<file path="src/rtl/gen_value_src.sv">
// gen_value_src -- parametrised burst value source.
//
// Purpose:
//   After a start pulse, emits a burst of BurstLen words on a valid/ready
//   stream. The word generator (zero, constant, counter, Galois LFSR, or an
//   all-ones error pattern) is chosen at elaboration by the Mode parameter.
//   Every burst restarts the generator from Seed.
//
// Ports:
//   clk        in   1      rising-edge clock
//   rst        in   1      synchronous active-high reset
//   start      in   1      begin a burst (sampled only while idle)
//   busy       out  1      high while a burst is running or finishing
//   out_valid  out  1      out_data holds a valid word
//   out_ready  in   1      consumer accepts the current word
//   out_data   out  Width  generated word (registered)
//   out_last   out  1      final word of the burst, qualified by out_valid
//   done       out  1      one-cycle pulse after the final transfer
//   err        out  1      constant 1 when Mode is unsupported
//   word_cnt   out  32     saturating count of transferred words
//                          (only when GEN_VALUE_SRC_WORD_CNT_EN is defined)
//
// Build option:
//   GEN_VALUE_SRC_WORD_CNT_EN -- adds the word_cnt output and its counter.

package gen_pkg;
  typedef enum logic [7:0] {
    ModeZero    = 8'd0,
    ModeConst   = 8'd1,
    ModeCount   = 8'd2,
    ModeLfsr    = 8'd3,
    ModeDefault = 8'd100
  } gen_mode_e;
endpackage

module gen_value_src #(
  parameter gen_pkg::gen_mode_e Mode     = gen_pkg::ModeCount,
  parameter int unsigned        Width    = 8,
  parameter int unsigned        BurstLen = 4,
  parameter logic [Width-1:0]   Seed     = Width'(1),
  parameter logic [31:0]        ConstVal = 32'hA5,
  parameter logic [31:0]        Taps     = 32'hB8
) (
  input  logic             clk,
  input  logic             rst,
  input  logic             start,
  output logic             busy,
  output logic             out_valid,
  input  logic             out_ready,
  output logic [Width-1:0] out_data,
  output logic             out_last,
  output logic             done,
  output logic             err
`ifdef GEN_VALUE_SRC_WORD_CNT_EN
  ,
  output logic [31:0]      word_cnt
`endif
);

  localparam int unsigned        BeatW    = $clog2(BurstLen + 1);
  localparam logic [BeatW-1:0]   LastBeat = BeatW'(BurstLen - 1);
  localparam logic [Width-1:0]   ConstW   = ConstVal[Width-1:0];
  localparam logic [Width-1:0]   TapsW    = Taps[Width-1:0];

  typedef enum logic [1:0] {
    StIdle,
    StRun,
    StDone
  } fsmState_e;

  fsmState_e        r_state;
  logic [BeatW-1:0] r_beat;
  logic [Width-1:0] r_data;
  logic             r_valid;
  logic             r_last;
  logic             r_busy;
  logic             r_done;

  logic [Width-1:0] w_loadVal;
  logic [Width-1:0] w_nextVal;
  logic             w_err;

  // Generator selection. w_loadVal is the word a burst (and reset) starts
  // from; w_nextVal is the word that follows the one currently presented.
  if (Mode == gen_pkg::ModeZero || Mode == gen_pkg::ModeDefault) begin : g_zero
    assign w_loadVal = '0;
    assign w_nextVal = '0;
    assign w_err     = 1'b0;
  end else if (Mode == gen_pkg::ModeConst) begin : g_const
    assign w_loadVal = ConstW;
    assign w_nextVal = ConstW;
    assign w_err     = 1'b0;
  end else if (Mode == gen_pkg::ModeCount) begin : g_count
    assign w_loadVal = Seed;
    assign w_nextVal = r_data + Width'(1);
    assign w_err     = 1'b0;
  end else if (Mode == gen_pkg::ModeLfsr) begin : g_lfsr
    // An all-zero LFSR state would lock up, so a zero seed loads 1.
    assign w_loadVal = (Seed == '0) ? Width'(1) : Seed;
    assign w_nextVal = (r_data >> 1) ^ (r_data[0] ? TapsW : '0);
    assign w_err     = 1'b0;
  end else begin : g_bad
    assign w_loadVal = '1;
    assign w_nextVal = '1;
    assign w_err     = 1'b1;
  end

  // Burst FSM. All stream outputs are registered here so nothing depends
  // combinationally on out_ready. out_last is precomputed for the beat that
  // will be presented next, which keeps it aligned with out_data.
  always_ff @(posedge clk) begin
    if (rst) begin
      r_state <= StIdle;
      r_beat  <= '0;
      r_data  <= w_loadVal;
      r_valid <= 1'b0;
      r_last  <= 1'b0;
      r_busy  <= 1'b0;
      r_done  <= 1'b0;
    end else begin
      case (r_state)
        StIdle: begin
          if (start) begin
            r_state <= StRun;
            r_beat  <= '0;
            r_data  <= w_loadVal;
            r_valid <= 1'b1;
            r_busy  <= 1'b1;
            r_last  <= (BurstLen == 1);
          end
        end
        StRun: begin
          if (r_valid && out_ready) begin
            r_data <= w_nextVal;
            if (r_last) begin
              r_state <= StDone;
              r_valid <= 1'b0;
              r_last  <= 1'b0;
              r_done  <= 1'b1;
            end else begin
              r_beat <= r_beat + BeatW'(1);
              r_last <= ((r_beat + BeatW'(1)) == LastBeat);
            end
          end
        end
        StDone: begin
          r_state <= StIdle;
          r_busy  <= 1'b0;
          r_done  <= 1'b0;
        end
        default: begin
          r_state <= StIdle;
          r_valid <= 1'b0;
          r_last  <= 1'b0;
          r_busy  <= 1'b0;
          r_done  <= 1'b0;
        end
      endcase
    end
  end

  assign busy      = r_busy;
  assign out_valid = r_valid;
  assign out_data  = r_data;
  assign out_last  = r_last;
  assign done      = r_done;
  assign err       = w_err;

`ifdef GEN_VALUE_SRC_WORD_CNT_EN
  logic [31:0] r_wordCnt;

  // Lifetime transfer counter; only reset clears it and it sticks at max.
  always_ff @(posedge clk) begin
    if (rst) begin
      r_wordCnt <= '0;
    end else if (r_valid && out_ready && (r_wordCnt != 32'hFFFF_FFFF)) begin
      r_wordCnt <= r_wordCnt + 32'd1;
    end
  end

  assign word_cnt = r_wordCnt;
`endif

endmodule

</file>
<file path="config.mk">
export PLATFORM = sky130hd
export DESIGN_NAME = gen_value_src
export DESIGN_NICKNAME = d
export VERILOG_FILES = /design/src/rtl/gen_value_src.sv
export SDC_FILE = /design/constraint.sdc
export NUM_CORES = 1
export LEC_CHECK = 0
export CAP_MARGIN = 20
export CORE_AREA = 2 2 46 48
export CTS_CLUSTER_DIAMETER = 50
export DETAILED_ROUTE_END_ITERATION = 10
export DIE_AREA = 0 0 48 50
export GPL_TIMING_DRIVEN = 0
export PLACE_DENSITY = 0.75
export SYNTH_ARGS = -nofsm -noshare
export SYNTH_HDL_FRONTEND = slang
export SYNTH_SLANG_ARGS = --single-unit
</file>
<file path="constraint.sdc">
create_clock -name clk -period 1.65 [get_ports clk]
set_input_delay 0.2475 -clock clk [delete_from_list [all_inputs] [get_ports clk]]
set_output_delay 0.2475 -clock clk [all_outputs]
set_load 0.05 [all_outputs]
</file>
# After elaboration in Yosys (flattened, before gate mapping)
# Index checks and enable logic that the tools add are counted.
[totals]
input_bits = 4
out_inout_bits = 13
register_bits = 17
wordCells = 52
[op_classes]
n_eq_ne = 7
bitwise_logic = 3
addsub = 2
reduce_logical = 10
muxes = 23
[op_table]
columns = ["op", "n"]
rows = [
  ["8-bit two-way mux", 2],
  ["8-bit one-hot mux with 2 select lines", 1],
  ["3-bit AND reduction", 4],
  ["3-bit two-way mux", 3],
  ["8-bit by 1-bit adder with 8-bit output (second input constant)", 1],
  ["1-bit two-way mux", 8],
  ["2-bit inequality test (second input constant)", 4],
  ["4-bit AND reduction", 2],
  ["2-bit two-way mux", 3],
  ["1-bit one-hot mux with 3 select lines", 2],
  ["3-bit one-hot mux with 2 select lines", 1],
  ["1-bit one-hot mux with 2 select lines", 2],
  ["2-bit one-hot mux with 2 select lines", 1],
  ["3-bit by 1-bit adder with 3-bit output (second input constant)", 1],
  ["3-bit by 2-bit == test with 1-bit output (second input constant)", 1],
  ["1-bit NOT", 3],
  ["2-bit by 1-bit == test with 1-bit output (second input constant)", 1],
  ["2-bit == test (second input constant)", 1],
  ["2-bit logical NOT", 1],
  ["2-bit AND reduction", 1],
  ["2-bit nonzero test", 1],
  ["1-bit logical AND", 1],
]

# Depth between registers and ports, before layout
# Gate-level depths: netlist of the first run.
[depth]
ltp_word = 5
mapped_depth = 6
depth_no_buf = 4

# Least setup slack after synthesis of the first run
# OpenSTA, ideal clock, no wires.
[synth_timing]
path_type = "reg2reg"
from = "register r_valid, in the netlist out_valid"
to = "register r_data[6], in the netlist out_data[6]"
arrival_ps = 1473
path_buffers = 0
path_slack_ps = 106
required_time_ps = 1578
path_stages_with_launch = 4
synth_period_minus_slack_ps = 1544
setup_ps = 72
path_cell_list = "dfxtp_1 nand3_1 a211oi_1 mux2i_1"
[synth_via]
elab_chain_cells = 3
[synth_lines]
columns = ["element", "line_no", "source"]
rows = [
  ["start, declared", "74", "logic r_valid;"],
  ["start signal, assigned", "116", "r_valid <= 1'b0;"],
  ["start signal, assigned", "127", "r_valid <= 1'b1;"],
  ["start signal, assigned", "137", "r_valid <= 1'b0;"],
  ["1-bit logical AND", "133", "if (r_valid && out_ready) begin"],
  ["2-bit inequality test (no source line)", "--", ""],
  ["3-bit AND reduction (no source line)", "--", ""],
  ["end signal, assigned", "115", "r_data <= w_loadVal;"],
  ["end signal, assigned", "126", "r_data <= w_loadVal;"],
  ["end signal, assigned", "134", "r_data <= w_nextVal;"],
  ["end, declared", "73", "logic [Width-1:0] r_data;"],
]
# No other way between the ends.
# A chain may end at the register's enable or synchronous reset.

# Final worst setup path of the first run
[layout_timing]
from = "register r_last, in the netlist out_last"
to = "output out_last"
[layout_rtl]
columns = ["element", "line_no", "source"]
rows = [
  ["start, declared", "75", "logic r_last;"],
  ["start signal, assigned", "129", "r_last <= (BurstLen == 1);"],
  ["start signal, assigned", "142", "r_last <= ((r_beat + BeatW'(1)) == LastBeat);"],
  ["end, declared", "51", "output logic out_last,"],
]
# No word-level cell between the ends.

==> reports/results.tsv, run 1 <==
metric	value	unit
async_flop_share	0	%
ios	17	
die_h	50	µm
drive_gt1_share	9.09	%
cts_tree	done	
yosys.area_share.simple	23.5	%
cts_buffers	3	
final_cell_mix	17 x dfxtp_1, 12 x dlygate4sd2_1, 9 x a21oi_1	
grt_max_degree	11	
grt_pass1_vias	769	
drtIter0Drc	18	
final_common_cell	dfxtp_1	
required	1.40	ns
yosys.area.top_type	dfxtp_1	
hold_depth	2	
synth-compound-area-share	18.5	%
cp_cell_sequence	dlygate4sd2_1	
antenna_found_initial	0	
rsz0062_at_grt	no	
start_kind	flip-flop	
synthFlopType	dfxtp_1	
synth_area_per_cell	8.94	µm²
drtAntennaViolNets	0	
muxShareOfSynthArea	6.52	%
finalHoldViolCount	0	
hold_start	rst	
dieArea	2400	µm²
synthCells	103	
clock_latency	0.29	ns
finalCritPeriodShare	95.0	%
wl	1910	µm
drcViolationCount	0	
multi_input_area	497	µm²
rr_worst_depth	6	
numClockSinks	17	
vias	816	
min_to	r_beat[0]	
firstDrtPassIters	4	
leakagePower	0.429	nW
cp_slowest_cell	dlygate4sd2_1	
setup_viol	0	
place_inst	144	
num_rows	16	
finClkSkew	0.00374	ns
seqCellArea	340	µm²
synth_area_leaders	dfxtp_1 37%, mux2i_1 6.5%, nand3b_1 5.7%	
cp-end-kind	output port	
cts_resized	12	
max_freq	638	MHz
drv_slew	0	
grt_usage	19.5	%
yosysSeqAreaShare	37.0	%
post-cts-setup-buffer-count	0	
fin_crit	1.57	ns
path_delay_family	buffers and inverters	
wl_per_cell	12.9	µm
max-vdd-ir-drop	0.000641	V
die_w	48	µm
grt_pass1_wl	3450	µm
nets	129	
cts-hold-fix-buffers	0	
h-tree-depth	1	
synth_cell_type_count	32	
pre_cts_slack	-0.0699	ns
nFillCells	189	
cpPeakStageDelay	0.56	ns
path_class	reg -> out	
area_growth	20.1	%
clk_pin_slew_worst_paths	0.10	ns
synth_top_family_by_area	simple AND/OR/NAND/NOR gates	
diodes	0	
crit_fanout	8	
yosysWarnings	0	
vias_per_cell	5.51	
timing.rr.start	r_state[0]	
root_buffer	clkbuf_4	
final_cell_count_no_fill	148	
synth_top_area_share	37.0	%
dp_hpwl	1340	µm
p_per_area	683	nW/µm²
io_buffers	14	
power	0.000755	W
core_area	1900	µm²
synthAdderAreaFrac	4.08	%
path_buf_inv	1	
fin_ws	0.0820	ns
syn_area	921	µm²
hp-class	in -> reg	
place_congestion	0.751	
overflow	0	
synth_xor_area_share	0.951	%
start_util	48.4	%
regToRegEndpoint	out_last	
status	complete, no violations	
syn_nets	110	
reg2reg_setup_slack	0.29	ns
cts_max_path_buffers	2	
synth_edf_count	0	
cp_num_cells	1	
ys_ff_latch	17	
drv_cap	0	
cp.arrival	1.32	ns
==> cell type report <==
cell class | instances | area share [%]
repair buffers | 14 | 11.3
plain buffers | 8 | 4.86
inverters | 8 | 2.71
flip-flops and latches | 17 | 30.8
well taps | 27 | 3.05
clock buffers | 4 | 2.38
multi-input cells | 70 | 44.9
==> state kept, by name (all words and copies together), names as in the netlist <==
signal	cells
done	1
out_last	1
out_data	8
r_beat	3
r_state	2
busy	1
out_valid	1
==> worst register-to-register path: cells and delay by family (launching register included) <==
kind                   cells  cell delay, ns
AOI/OAI and AO/OA          2            0.17
buffers and inverters      3            0.43
DFF                        1            0.32
and+or+nand+nor            1            0.33
==> where the power goes <==
group	leakage, nW	switching (W)	internal, W
registers	0.138	0.00000749	0.000418
clock network	0.0150	0.000129	0.0000940
logic	0.276	0.0000710	0.0000363
==> metal layers <==
layer	vias to the layer above	part of all wire (%)	routed length [µm]	global-route usage (%)
met5	-	0	0	0
met4	0	0.68	13	4.95
met3	2	5.4	104	6.59
met2	29	43	817	27.6
met1	372	51	977	27.9
li1	413	-	-	-
==> synthesized netlist by cell type (2+ instances only) <==
| cell type | n |
|---|---|
| a211oi_1 | 4 |
| a21oi_1 | 9 |
| and3_1 | 2 |
| buf_2 | 4 |
| buf_6 | 2 |
| dfxtp_1 | 17 |
| ha_1 | 3 |
| inv_1 | 8 |
| mux2i_1 | 6 |
| nand2_1 | 4 |
| nand2b_1 | 2 |
| nand3_1 | 7 |
| nand3b_1 | 7 |
| nand4b_1 | 6 |
| o21ai_0 | 3 |
| o32ai_1 | 2 |
| or3_1 | 2 |
==> worst max-delay path by stage <==
stage	startpoint	end	slack, ns
final	out_last	out_last	0.08
after CTS	out_last	out_last	0.08
after global placement	start	out_last	-0.05
after detailed placement	out_ready	out_data[4]	-0.07
after floorplan	out_valid	out_data[6]	0.11
after global routing	out_last	out_last	0.03
==> cells by family (layout without fill, tap and decap cells) <==
logic type	after synthesis	count (layout)
fa+ha+maj	3	3
compound gates	25	25
xor+xnor	1	1
mux	6	6
other cells	1	1
flops	17	17
buf+inv	16	34
simple gates	34	34
==> metrics by stage <==
stage	TNS, ns	hold slack (ns)	cell area (µm²)	utilization [%]
after global routing	0	0.261	1110	58.2
after detailed placement	-0.375	0.455	1090	57.6
after global placement	-0.190	0.447	1090	57.6
after floorplan	0	0.430	921	-
final	0	0.245	1110	58.2
after CTS	0	0.251	1110	58.2
Note: power is estimated with default switching activity, not from simulation.
==> run 2: changes to the inputs <==
--- a/config.mk
+++ b/config.mk
@@ -5,11 +5,11 @@
 export SDC_FILE = /design/constraint.sdc
 export NUM_CORES = 1
 export LEC_CHECK = 0
-export CAP_MARGIN = 20
 export CORE_AREA = 2 2 46 48
 export CTS_CLUSTER_DIAMETER = 50
 export DETAILED_ROUTE_END_ITERATION = 10
 export DIE_AREA = 0 0 48 50
+export GPL_ROUTABILITY_DRIVEN = 0
 export GPL_TIMING_DRIVEN = 0
 export PLACE_DENSITY = 0.75
 export SYNTH_ARGS = -nofsm -noshare
==> constraint.sdc (replaced) <==
create_clock -name clk -period 1.7 [get_ports clk]
set_input_delay 0.255 -clock clk [delete_from_list [all_inputs] [get_ports clk]]
set_output_delay 0.255 -clock clk [all_outputs]
set_load 0.05 [all_outputs]
==> reports/results.tsv, run 2 (synthesis results as in run 1) <==
metric	value	unit	change
max-vdd-ir-drop	0.000616	V	was 0.000641 V
cp_cell_sequence	dlygate4sd2_1		unchanged
drtIter0Drc	22		was 18
drtAntennaViolNets	0		unchanged
finalSetupTns	0	ns	unchanged
die_h	50	µm	unchanged
die_w	48	µm	unchanged
cp-end-kind	output port		unchanged
final_cell_count_no_fill	148		unchanged
grt_max_degree	11		unchanged
drcViolationCount	0		unchanged
cp.arrival	1.32	ns	about the same
nets	129		unchanged
fin_hold_ws	0.262	ns	was 0.245 ns
path_buf_inv	1		unchanged
grt_pass1_wl	3450	µm	unchanged
path_class	reg -> out		unchanged
top_layer	met4		unchanged
grt_pass1_vias	769		unchanged
p_per_area	654	nW/µm²	was 683 nW/µm²
drv_slew	0		unchanged
cpPeakStageDelay	0.57	ns	was 0.56 ns
finalCritPeriodShare	92.8	%	
nFillCells	186		was 189
hold_depth	2		unchanged
regToRegEndpoint	out_last		unchanged
root_buffer	clkbuf_4		unchanged
routed-wl-met2	814	µm	was 817 µm
numClockSinks	17		unchanged
cts_tree	done		unchanged
overflow	0		unchanged
rr_worst_depth	6		unchanged
start_util	48.4	%	unchanged
tightest_slew	0.499	ns	
final_cell_mix	17 x dfxtp_1, 9 x a21oi_1, 9 x dlygate4sd2_1		was 17 x dfxtp_1, 12 x dlygate4sd2_1, 9 x a21oi_1
core_area	1900	µm²	unchanged
io_buffers	14		unchanged
final_common_cell	dfxtp_1		unchanged
finalHoldViolCount	0		unchanged
min_to	r_beat[0]		unchanged
reg2reg_setup_slack	0.35	ns	was 0.29 ns
wl_per_cell	12.8	µm	was 12.9 µm
start_kind	flip-flop		unchanged
h-tree-depth	1		unchanged
area_growth	21.3	%	was 20.1%
hold_start	rst		unchanged
antenna_found_initial	0		unchanged
power	0.000731	W	was 0.000755 W
path_delay_family	buffers and inverters		unchanged
drt-met1-wl	961	µm	was 977 µm
drv_cap	0		unchanged
dieArea	2400	µm²	unchanged
max_freq	634	MHz	
place_inst	144		unchanged
leakagePower	0.468	nW	was 0.429 nW
fin_crit	1.58	ns	
cts_buffers	3		unchanged
required	1.44	ns	was 1.40 ns
cp_slowest_cell	dlygate4sd2_1		unchanged
rsz0062_at_grt	no		unchanged
finClkSkew	0.00550	ns	was 0.00374 ns
diodes	0		unchanged
vias	816		unchanged
vias_per_cell	5.51		unchanged
largest_reg_flops	8		unchanged
wl	1900	µm	was 1910 µm
dr_wl_met3	109	µm	was 104 µm
slew-limit-headroom	66.6	%	
ios	17		unchanged
drive_gt1_share	9.09	%	unchanged
hp-class	in -> reg		unchanged
status	complete, no violations		unchanged
setup_viol	0		unchanged
dp_hpwl	1340	µm	unchanged
finish.utilization	58.8	%	was 58.2%
post-cts-setup-buffer-count	0		unchanged
clk_pin_slew_worst_paths	0.10	ns	about the same
num_rows	16		unchanged
clock_latency	0.29	ns	about the same
timing.rr.start	r_state[0]		unchanged
cts_max_path_buffers	2		unchanged
firstDrtPassIters	4		unchanged
grt_usage	19.5	%	unchanged
crit_fanout	8		unchanged
[run 2: cell count changes in the layout (fill, tap and decap cells not counted), sizes merged]
cell / change
dlygate4sd2: -3
dlymetal6s2s: +3
[run 2: worst max path at each step]
stage                           start          end  slack [ns]  cells after the start
after floorplan             out_valid  out_data[6]        0.16                      3
after global placement          start     out_last       -0.01                      6
after detailed placement    out_ready  out_data[4]       -0.03                      4
after CTS                 out_data[7]  out_data[7]      0.0007                      1
after global routing         out_last     out_last        0.07                      1
final                        out_last     out_last        0.12                      1
[run 2: metal layers]
metal,track usage (%),up-vias
met5,0,-
met4,4.95,0
met3,6.59,2
met2,27.6,26
met1,27.9,375
li1,-,413
[run 2: report_power, final]
part	internal, W	total (W)	leakage [nW]	switching (W)
logic	0.0000364	0.000105	0.315	0.0000691
registers	0.000406	0.000413	0.138	0.00000714
clock network	0.0000912	0.000213	0.0150	0.000122
total	0.000533	0.000731	0.468	0.000198
[run 2: final cells by class]
| class | instances | area (µm²) | share of cell area [%] |
|---|---|---|---|
| flip-flops and latches | 17 | 340 | 30.5 |
| inverters | 8 | 30.0 | 2.69 |
| well taps | 27 | 33.8 | 3.02 |
| repair buffers | 14 | 136 | 12.2 |
| clock buffers | 4 | 26.3 | 2.35 |
| multi-input cells | 70 | 497 | 44.5 |
| plain buffers | 8 | 53.8 | 4.82 |
[run 2: through the flow]
step	setup slack, ns	cell area, µm²
after global placement	-0.0114	1090
after floorplan	0.156	921
after global routing	0.0655	1120
after detailed placement	-0.0274	1090
final	0.123	1120
after CTS	0.000705	1110
[run 2: repair_timing]
| item | CTS | global route |
|---|---|---|
| resized for setup | 9 | 3 |
| endpoints found under the setup margin | 9 | 3 |
| hold buffers | 0 | 0 |
| endpoints found under the hold margin | 0 | 0 |
==> run 3: changes to the inputs <==
--- a/config.mk
+++ b/config.mk
@@ -12,6 +12,9 @@
 export GPL_ROUTABILITY_DRIVEN = 0
 export GPL_TIMING_DRIVEN = 0
 export PLACE_DENSITY = 0.75
+export SETUP_SLACK_MARGIN = 0.15
+export SKIP_CTS_REPAIR_TIMING = 1
+export SKIP_LAST_GASP = 1
 export SYNTH_ARGS = -nofsm -noshare
 export SYNTH_HDL_FRONTEND = slang
 export SYNTH_SLANG_ARGS = --single-unit
==> reports/results.tsv, run 3 (synthesis results as in run 1) <==
metric	value	unit	change
vias	822		was 816
wl	1960	µm	was 1900 µm
path_buf_inv	1		unchanged
hold_start	rst		unchanged
start_kind	flip-flop		unchanged
timing.rr.start	r_state[0]		unchanged
clock_latency	0.29	ns	about the same
p_per_area	641	nW/µm²	was 654 nW/µm²
startpoint	out_last		unchanged
nets	129		unchanged
largest_reg_flops	8		unchanged
firstDrtPassIters	4		unchanged
vias_per_cell	5.55		was 5.51
place_inst	144		unchanged
finalCritPeriodShare	87.1	%	was 92.8%
grt_pass1_wl	3450	µm	unchanged
cts_max_path_buffers	2		unchanged
fin_ws	0.220	ns	was 0.123 ns
numClockSinks	17		unchanged
drtIter0Drc	20		was 22
h-tree-depth	1		unchanged
drive_gt1_share	9.09	%	unchanged
final_cell_count_no_fill	148		unchanged
fin_crit	1.48	ns	was 1.58 ns
final_common_cell	dfxtp_1		unchanged
stdcell_area	1150	µm²	was 1120 µm²
ios	17		unchanged
drtAntennaViolNets	0		unchanged
cp_slowest_cell	dfxtp_1		was dlygate4sd2_1
max_freq	676	MHz	was 634 MHz
wl_per_cell	13.2	µm	was 12.8 µm
grt_pass1_vias	769		unchanged
rsz0062_at_grt	no		unchanged
grt_max_degree	11		unchanged
required	1.44	ns	about the same
drv_cap	0		unchanged
status	complete, no violations		unchanged
root_buffer	clkbuf_4		unchanged
placed_area	1090	µm²	unchanged
reg2reg_setup_slack	0.34	ns	was 0.35 ns
hold_depth	2		unchanged
num_rows	16		unchanged
crit_fanout	8		unchanged
die_w	48	µm	unchanged
area_growth	25.0	%	was 21.3%
finalSetupTns	0	ns	unchanged
cp-end-kind	output port		unchanged
cts_tree	done		unchanged
hp-class	in -> reg		unchanged
cp_cell_sequence	dlymetal6s2s_1		was dlygate4sd2_1
die_h	50	µm	unchanged
clk_pin_slew_worst_paths	0.10	ns	about the same
finalHoldViolCount	0		unchanged
dp_hpwl	1340	µm	unchanged
drcViolationCount	0		unchanged
setup_viol	0		unchanged
pre_cts_slack	-0.0274	ns	unchanged
max-vdd-ir-drop	0.000615	V	was 0.000616 V
leakagePower	0.577	nW	was 0.468 nW
path_delay_family	flip-flops		was buffers and inverters
dieArea	2400	µm²	unchanged
tightest_slew	0.506	ns	was 0.499 ns
power	0.000738	W	was 0.000731 W
antenna_found_initial	0		unchanged
cp.arrival	1.22	ns	was 1.32 ns
final_cell_mix	17 x dfxtp_1, 12 x dlymetal6s2s_1, 9 x a21oi_1		was 17 x dfxtp_1, 9 x a21oi_1, 9 x dlygate4sd2_1
regToRegEndpoint	out_last		unchanged
start_util	48.4	%	unchanged
grt_usage	19.5	%	unchanged
core_area	1900	µm²	unchanged
drv_slew	0		unchanged
overflow	0		unchanged
finClkSkew	0.00502	ns	was 0.00550 ns
path_class	reg -> out		unchanged
cts_buffers	3		unchanged
min_to	r_beat[0]		unchanged
slew-limit-headroom	66.2	%	was 66.6%
rr_worst_depth	6		unchanged
cpPeakStageDelay	0.47	ns	was 0.57 ns
io_buffers	14		unchanged
diodes	0		unchanged
## run 3: cell types whose count changed in the layout (fill, tap and decap cells not counted)
cell and delta:
dlygate4sd2_1 -9, dlymetal6s2s_1 +9
## run 3: where the power goes
group	total (W)	internal, W	switching [W]
Clock	0.000217	0.0000914	0.000125
Combinational	0.000108	0.0000383	0.0000698
Sequential	0.000413	0.000406	0.00000720
Total	0.000738	0.000535	0.000202
## run 3: layer usage
layer | GRT usage, % | vias up | share of wire, % | wire (µm)
li1 | - | 417 | - | -
met1 | 27.9 | 384 | 51 | 995
met2 | 27.6 | 19 | 43 | 849
met3 | 6.59 | 2 | 5.0 | 98
met4 | 4.95 | 0 | 0.66 | 13
met5 | 0 | - | 0 | 0
## run 3: worst max path at each step
stage	endpoint	slack (ns)	depth (start not counted)
after floorplan	out_data[6]	0.16	3
after global placement	out_last	-0.01	6
after detailed placement	out_data[4]	-0.03	4
after CTS	out_last	-0.17	1
after global routing	out_last	0.17	1
final	out_last	0.22	1
## run 3: per-stage QoR
stage / hold WS, ns / util, %
floorplan: 0.437 / -
global placement: 0.447 / 57.6
detailed placement: 0.455 / 57.6
CTS: 0.258 / 58.9
global route: 0.269 / 60.5
finish: 0.256 / 60.5
## run 3: final cells by class
type	count	area, µm²
multi-input combinational	70	497
fill	177	751
tap	27	33.8
timing repair buffer	14	170
buffer	8	53.8
sequential	17	340
clock buffer	4	26.3
inverter	8	30.0
